**config.mk**
```make
export PLATFORM = sky130hd
export DESIGN_NAME = input_conditioner
export DESIGN_NICKNAME = d
export VERILOG_FILES = /design/src/rtl/input_conditioner.sv
export SDC_FILE = /design/constraint.sdc
export NUM_CORES = 1
export LEC_CHECK = 0
export CAP_MARGIN = 20
export CORE_MARGIN = 4
export CORE_UTILIZATION = 45
export DETAILED_ROUTE_END_ITERATION = 8
export HOLD_SLACK_MARGIN = 0.15
export SETUP_SLACK_MARGIN = 0.02
export SYNTH_ARGS = -nofsm -noshare
export SYNTH_HDL_FRONTEND = slang
export SYNTH_SLANG_ARGS = --single-unit
```
**constraint.sdc**
```tcl
create_clock -name clk -period 4.55 [get_ports clk]
set_clock_uncertainty 0.2 [all_clocks]
set_input_delay 1.365 -clock clk [delete_from_list [all_inputs] [get_ports clk]]
set_output_delay 1.365 -clock clk [all_outputs]
set_load 0.02 [all_outputs]
```
**src/rtl/input_conditioner.sv**
```systemverilog
// Input front-end for the combination-lock FSM: synchronises, debounces and pulse-shapes buttons and data switches.
// Optional build macro BTN_AUTOREPEAT_EN adds auto-repeat of the set-data pulse while the set button is held.
module input_conditioner #(
  parameter int SYNC_STAGES     = 2,
  parameter int DEBOUNCE_CYCLES = 16,
  parameter int DATA_W          = 4,
  parameter int REPEAT_CYCLES   = 64
) (
  input  logic              clk,
  input  logic              i_Rst,
  input  logic              i_btn_ce,
  input  logic              i_btn_set,
  input  logic [DATA_W-1:0] iv_sw_data,
  output logic              o_CE,
  output logic              o_set_data,
  output logic [DATA_W-1:0] ov_data,
  output logic              o_busy
);

  localparam int CNT_W = $clog2(DEBOUNCE_CYCLES + 1);
  localparam logic [CNT_W-1:0] CNT_MAX  = CNT_W'(DEBOUNCE_CYCLES);
  localparam logic [CNT_W-1:0] CNT_LAST = CNT_W'(DEBOUNCE_CYCLES - 1);

  typedef enum logic {RELEASED = 1'b0, PRESSED = 1'b1} btn_state_t;

  logic [SYNC_STAGES-1:0] ce_sync;
  logic [SYNC_STAGES-1:0] set_sync;
  logic [DATA_W-1:0]      data_sync [SYNC_STAGES];

  logic [1:0]        btn_s;
  logic [DATA_W-1:0] data_s;

  btn_state_t        btn_state  [2];
  logic [CNT_W-1:0]  btn_cnt    [2];
  logic [1:0]        btn_toggle;
  logic [1:0]        btn_press;

  logic [DATA_W-1:0] data_prev;
  logic [CNT_W-1:0]  data_cnt;
  logic              data_load;
  logic              pending;
  logic              set_req;
  logic              rep_fire;

  // Plain flop chains only; nothing else may sit on these paths.
  always_ff @(posedge clk) begin
    if (i_Rst) begin
      ce_sync  <= '0;
      set_sync <= '0;
      for (int i = 0; i < SYNC_STAGES; i++) data_sync[i] <= '0;
    end else begin
      ce_sync      <= {ce_sync[SYNC_STAGES-2:0], i_btn_ce};
      set_sync     <= {set_sync[SYNC_STAGES-2:0], i_btn_set};
      data_sync[0] <= iv_sw_data;
      for (int i = 1; i < SYNC_STAGES; i++) data_sync[i] <= data_sync[i-1];
    end
  end

  assign btn_s  = {set_sync[SYNC_STAGES-1], ce_sync[SYNC_STAGES-1]};
  assign data_s = data_sync[SYNC_STAGES-1];

  // Index 0 is the CE button, index 1 the set-data button.
  always_comb begin
    btn_toggle = '0;
    btn_press  = '0;
    for (int i = 0; i < 2; i++) begin
      btn_toggle[i] = (btn_s[i] != (btn_state[i] == PRESSED)) && (btn_cnt[i] == CNT_LAST);
      btn_press[i]  = btn_toggle[i] && (btn_state[i] == RELEASED);
    end
  end

`ifdef BTN_AUTOREPEAT_EN
  localparam int REP_W = $clog2(REPEAT_CYCLES + 1);
  logic [REP_W-1:0] rep_cnt;

  assign rep_fire = (btn_state[1] == PRESSED) && !btn_toggle[1] &&
                    (rep_cnt == REP_W'(REPEAT_CYCLES - 1));

  // Restarts on every new press so repeats are spaced from the initial pulse.
  always_ff @(posedge clk) begin
    if (i_Rst || btn_state[1] != PRESSED || btn_toggle[1] || rep_fire) rep_cnt <= '0;
    else rep_cnt <= rep_cnt + 1'b1;
  end
`else
  assign rep_fire = 1'b0 & (REPEAT_CYCLES > 0);
`endif

  assign set_req   = btn_press[1] || pending || rep_fire;
  assign data_load = (data_cnt == CNT_MAX) && (data_s == data_prev) &&
                     (btn_state[1] != PRESSED) && !o_set_data;

  always_ff @(posedge clk) begin
    if (i_Rst) begin
      for (int i = 0; i < 2; i++) begin
        btn_state[i] <= RELEASED;
        btn_cnt[i]   <= '0;
      end
      data_prev  <= '0;
      data_cnt   <= '0;
      pending    <= 1'b0;
      o_CE       <= 1'b0;
      o_set_data <= 1'b0;
      ov_data    <= '0;
      o_busy     <= 1'b0;
    end else begin
      for (int i = 0; i < 2; i++) begin
        if (btn_toggle[i]) begin
          btn_state[i] <= (btn_state[i] == PRESSED) ? RELEASED : PRESSED;
          btn_cnt[i]   <= '0;
        end else if (btn_s[i] != (btn_state[i] == PRESSED)) begin
          btn_cnt[i] <= btn_cnt[i] + 1'b1;
        end else begin
          btn_cnt[i] <= '0;
        end
      end

      // A set request that coincides with a CE pulse slips one cycle.
      if (btn_press[0]) begin
        o_CE       <= 1'b1;
        o_set_data <= 1'b0;
        pending    <= set_req;
      end else begin
        o_CE       <= 1'b0;
        o_set_data <= set_req;
        pending    <= 1'b0;
      end

      data_prev <= data_s;
      if (data_s != data_prev) data_cnt <= '0;
      else if (data_cnt != CNT_MAX) data_cnt <= data_cnt + 1'b1;
      if (data_load) ov_data <= data_s;

      o_busy <= (btn_cnt[0] != '0) || (btn_cnt[1] != '0) || (data_cnt != '0);
    end
  end

endmodule

```
# --- After elaboration in Yosys (flattened, before gate mapping) ---
# Memory sizes are Yosys's and may differ from the RTL's.
# Cells that the tools add are included.
# W data, S select, Z words.
word_totals:
  regBits: 21
  mem_bits_rw: 20
  in_bits: 8
  output_inout_bits: 7
  word_cells: 91
  memories: 3
mem_list:
  columns: ["name", "words", "width", "rd", "rd_ports_with_merged_regs", "wr", "line_no", "rtl"]
  rows:
  - ["btn_cnt", 2, 5, 2, 0, 2, "34", "logic [CNT_W-1:0] btn_cnt [2];"]
  - ["data_sync", 2, 4, 2, 0, 2, "28", "logic [DATA_W-1:0] data_sync [SYNC_STAGES];"]
  - ["btn_state", 2, 1, 2, 0, 2, "33", "btn_state_t btn_state [2];"]
op_classes:
  addsub: 3
  n_eq_ne: 8
  n_mux: 38
  bitwise_logic: 13
  n_reduce_logical: 17
op_table:
  columns: ["operator", "n"]
  rows:
  - ["$mux W1", 30]
  - ["$mux W5", 6]
  - ["$add A5 B1 Y5 const B", 3]
  - ["$reduce_bool A5 Y1", 3]
  - ["$eq A5 B4 Y1 const B", 2]
  - ["$or A1 B1 Y1", 10]
  - ["$mux W4", 2]
  - ["$logic_and A1 B1 Y1", 7]
  - ["$reduce_or A2 Y1", 3]
  - ["$eq A5 B5 Y1 const B", 1]
  - ["$ne A5 B5 Y1 const B", 1]
  - ["$eq A4 B4 Y1", 1]
  - ["$ne A4 B4 Y1", 1]
  - ["$logic_or A1 B1 Y1", 3]
  - ["$not A1 Y1", 3]
  - ["$ne A1 B1 Y1", 2]
  - ["$logic_not A1 Y1", 1]

# --- Longest topological paths before layout ---
# An unclocked memory read counts as a cell.
depth:
  ltp_word: 9
  mapped_depth: 7
  mapped_depth_nobuf: 7

# --- Worst setup path before layout ---
# Ideal clock, no wire load.
synth_path:
  path_type: "input to register"
  startpoint: "input i_Rst"
  endpoint: "memory btn_cnt[1][2] in the netlist's numbering (data pin)"
  setup_ps: 139
  arrival_ps: 2073
  required_time_ps: 4211
  setup_slack_ps: 2138
  stages: 3
  path_buffers: 1
  cell_sequence: "clkbuf_1 > or3_1 > nor2_1"
synth_rtl:
  columns: ["element", "line_no", "rtl"]
  rows:
  - ["from (decl)", "10", "input logic i_Rst,"]
  - ["to (decl)", "34", null]

# --- Final worst setup path ---
layout_path:
  startpoint: "register o_set_data"
  endpoint: "output o_set_data"
layout_rtl:
  columns: ["element", "line_no", "rtl"]
  rows:
  - ["from (decl)", "15", "output logic o_set_data,"]
  - ["from (signal assigned)", "124", "o_set_data <= set_req;"]
# No word-level cell between the ends.

==> impl_metrics.yaml <==
outcome:
  outcome: "complete, no violations"
worst_setup_path:
  reg2reg_depth: 5
  critPathSlowestCell: "clkdlybuf4s50_1"
  crit_chain: "clkdlybuf4s50_1"
  path_class: "reg -> out"
  start_kind: "flip-flop"
  path_buf_inv: 1
  critPathMaxFanout: 2
  required_ns: 2.98
  critical-path-top-delay-family: "buffers and inverters"
  worst-r2r-setup-slack_ns: 2.58
  cpPeakStageDelay_ns: 0.62
  crit_cells: 1
  critPathArrivalTime_ns: 1.30
  cp-end-kind: "output pin"
  reg2reg_to: "btn_cnt[1][2]$_SDFFCE_PP0P_"
  reg2reg_from: "btn_cnt[1][0]$_SDFFCE_PP0P_"
routing:
  first_iter_violations: 37
  drc: 0
  post_drt_wl_per_cell_um: 11.33
  vias: 1012
  viasPerCell: 4.518
  wl_um: 2538
  first_pass_iters: 3
  ant_nets: 0
finish:
  fin_nets: 193
  drive_gt1_share_pct: 8.427
  n_antenna_cell: 0
  area_growth_pct: 19.22
  fin_util_pct: 57.72
  instances_no_fill: 224
clocking:
  cts_buffers: 5
  cts.hold.buffers_added: 0
  insertion_delay_ns: 0.29
  cts-root-buf: "clkbuf_8"
  post_cts_buffers: 0
  ctsResizeCount: 0
  htreeDepth: 2
  clk_pin_slew_worst_paths_ns: 0.08
  cts_tree: "yes"
  clock_sinks: 41
  cts_max_path_buffers: 2
die:
  dieArea_um2: 4741
  dieWidth_um: 68.86
  die_y_um: 68.86
  start_util_pct: 48.42
  rows: 21
  fp.coreArea_um2: 3442
  ios: 15
timing:
  hold_ws_ns: 0.2420
  rsz0062_at_grt: "no"
  fin_crit_sh_pct: 62.86
  hold_viol: 0
  setup_tns_ns: 0
  finalSetupViolCount: 0
  post-route-min-period_ns: 2.860
  slew_viol_final: 0
  fmax_mhz: 349.6
synth:
  syn_inst: 149
  synth_area_um2: 1667
  ys_ff_latch: 41
  syn_area_per_cell_um2: 11.19
  ys_types: 29
  synth_warnings: 0
  synth_seq_area_share_pct: 56.46
placement:
  dp.cells: 216
  port_buffers: 14
  dpl.hpwl_um: 1969
  gp_congestion: 0.6627
min_path:
  hold_class: "reg -> reg"
  min_from: "set_sync[0]$_SDFF_PP0_"
  holdPathEnd: "set_sync[1]$_SDFF_PP0_"
  hold_path_depth: 1
global_routing:
  track_usage_pct: 13.19
  grt_pass1_wl_um: 4402
  grt_max_degree: 22
  gr-total-overflow: 0
  antenna_found_initial: 0
  grt_pass1_vias: 1007
pwr:
  p_total_w: 0.0006885
  p_leak_nw: 0.7884
  irDropWorstVdd_mv: 0.1950
  power_density_nw_per_um2: 346.5
run:
  max_cap_violations: 0
==> layer usage <==
layer	track usage [%]	vias to the layer above	wire length, µm
met3	5.511	6	117
met1	15.53	463	1180
met2	20.60	14	1183
met4	6.569	0	55
li1	-	529	-
met5	0	-	0
==> through the flow <==
stage               setup slack [ns]  area, µm²
floorplan                      2.138       1700
global placement               1.615       1894
detailed placement             1.559       1894
CTS                            1.676       1987
global route                   1.637       1987
finish                         1.690       1987
==> worst max path at each step <==
stage                          startpoint                     endpoint  slack [ns]
global placement                    i_Rst      ov_data[2]$_SDFFE_PP0P_        1.61
CTS                 o_set_data$_SDFF_PP0_                   o_set_data        1.68
detailed placement                  i_Rst      ov_data[2]$_SDFFE_PP0P_        1.56
finish              o_set_data$_SDFF_PP0_                   o_set_data        1.69
global route        o_set_data$_SDFF_PP0_                   o_set_data        1.64
floorplan                           i_Rst  btn_cnt[1][2]$_SDFFCE_PP0P_        2.14
==> report_power, final <==
part	switching [W]	internal, W	leakage (nW)
sequential	0.00000960	0.000390	0.361
combinational	0.0000222	0.0000247	0.379
clock	0.000119	0.000124	0.0488
==> cell families after synthesis <==
group / Yosys count / share of synthesized area, %
DFF: 41 / 56.46
AOI/OAI and AO/OA: 5 / 2.177
adders and majority gates: 8 / 6.006
xor gates and xnor gates: 14 / 7.358
buffers and inverters: 13 / 2.928
other: 1 / 0.2250
muxes: 4 / 2.703
and+or+nand+nor: 63 / 22.15
==> synth_stat cells <==
cell type	instances	area (µm²)
nor4_4	1	21.27
nand3b_1	1	7.510
mux2_2	4	45.04
and3_1	2	12.51
nand3_1	5	25.02
or2_1	1	6.260
edfxtp_1	12	360.4
nor3b_4	1	18.77
nand2b_1	4	25.02
nand4_1	1	6.260
xor2_1	5	43.79
nor3b_1	1	7.510
inv_1	10	37.54
nand2_2	1	6.260
or3_1	2	12.51
a211oi_1	2	15.01
nor2b_1	21	131.4
clkbuf_1	3	11.26
ha_1	8	100.1
nor4b_1	1	8.760
nand2_1	3	11.26
nor2_1	17	63.81
nor3_1	1	5.000
dfxtp_1	29	580.6
conb_1	1	3.750
xnor2_1	9	78.83
a21oi_1	1	5.000
a41oi_1	1	8.760
o21bai_1	1	7.510
==> sequential cells by signal (all words and copies together), names as in the netlist <==
| register | flops |
|---|---|
| data_cnt | 5 |
| ov_data | 4 |
| btn_state | 2 |
| pending | 1 |
| data_sync | 8 |
| o_busy | 1 |
| btn_cnt | 10 |
| o_set_data | 1 |
| o_CE | 1 |
| set_sync | 2 |
| ce_sync | 2 |
| data_prev | 4 |
==> final cells by class <==
class	count	area (µm²)
fillers	322	1455
flip-flops and latches	41	940.9
multi-input cells	104	710.7
repair buffers	15	147.6
clock buffers	7	86.33
well taps	46	57.56
inverters	10	37.54
clock inverters	1	6.256
==> cells in the final DEF (no fill, tap or decap), types with 2 or more instances in the layout <==
| master | count |
|---|---|
| nand3_1 | 5 |
| xnor2_1 | 9 |
| nand2b_1 | 4 |
| xor2_1 | 5 |
| conb_1 | 10 |
| clkbuf_8 | 6 |
| dfxtp_1 | 29 |
| inv_1 | 10 |
| or3_1 | 2 |
| and3_1 | 2 |
| a211oi_1 | 2 |
| clkdlybuf4s50_1 | 14 |
| nor2b_1 | 21 |
| mux2_2 | 4 |
| ha_1 | 8 |
| edfxtp_1 | 12 |
| nor2_1 | 17 |
| nand2_1 | 3 |
Power figures use the tool's default switching activity.
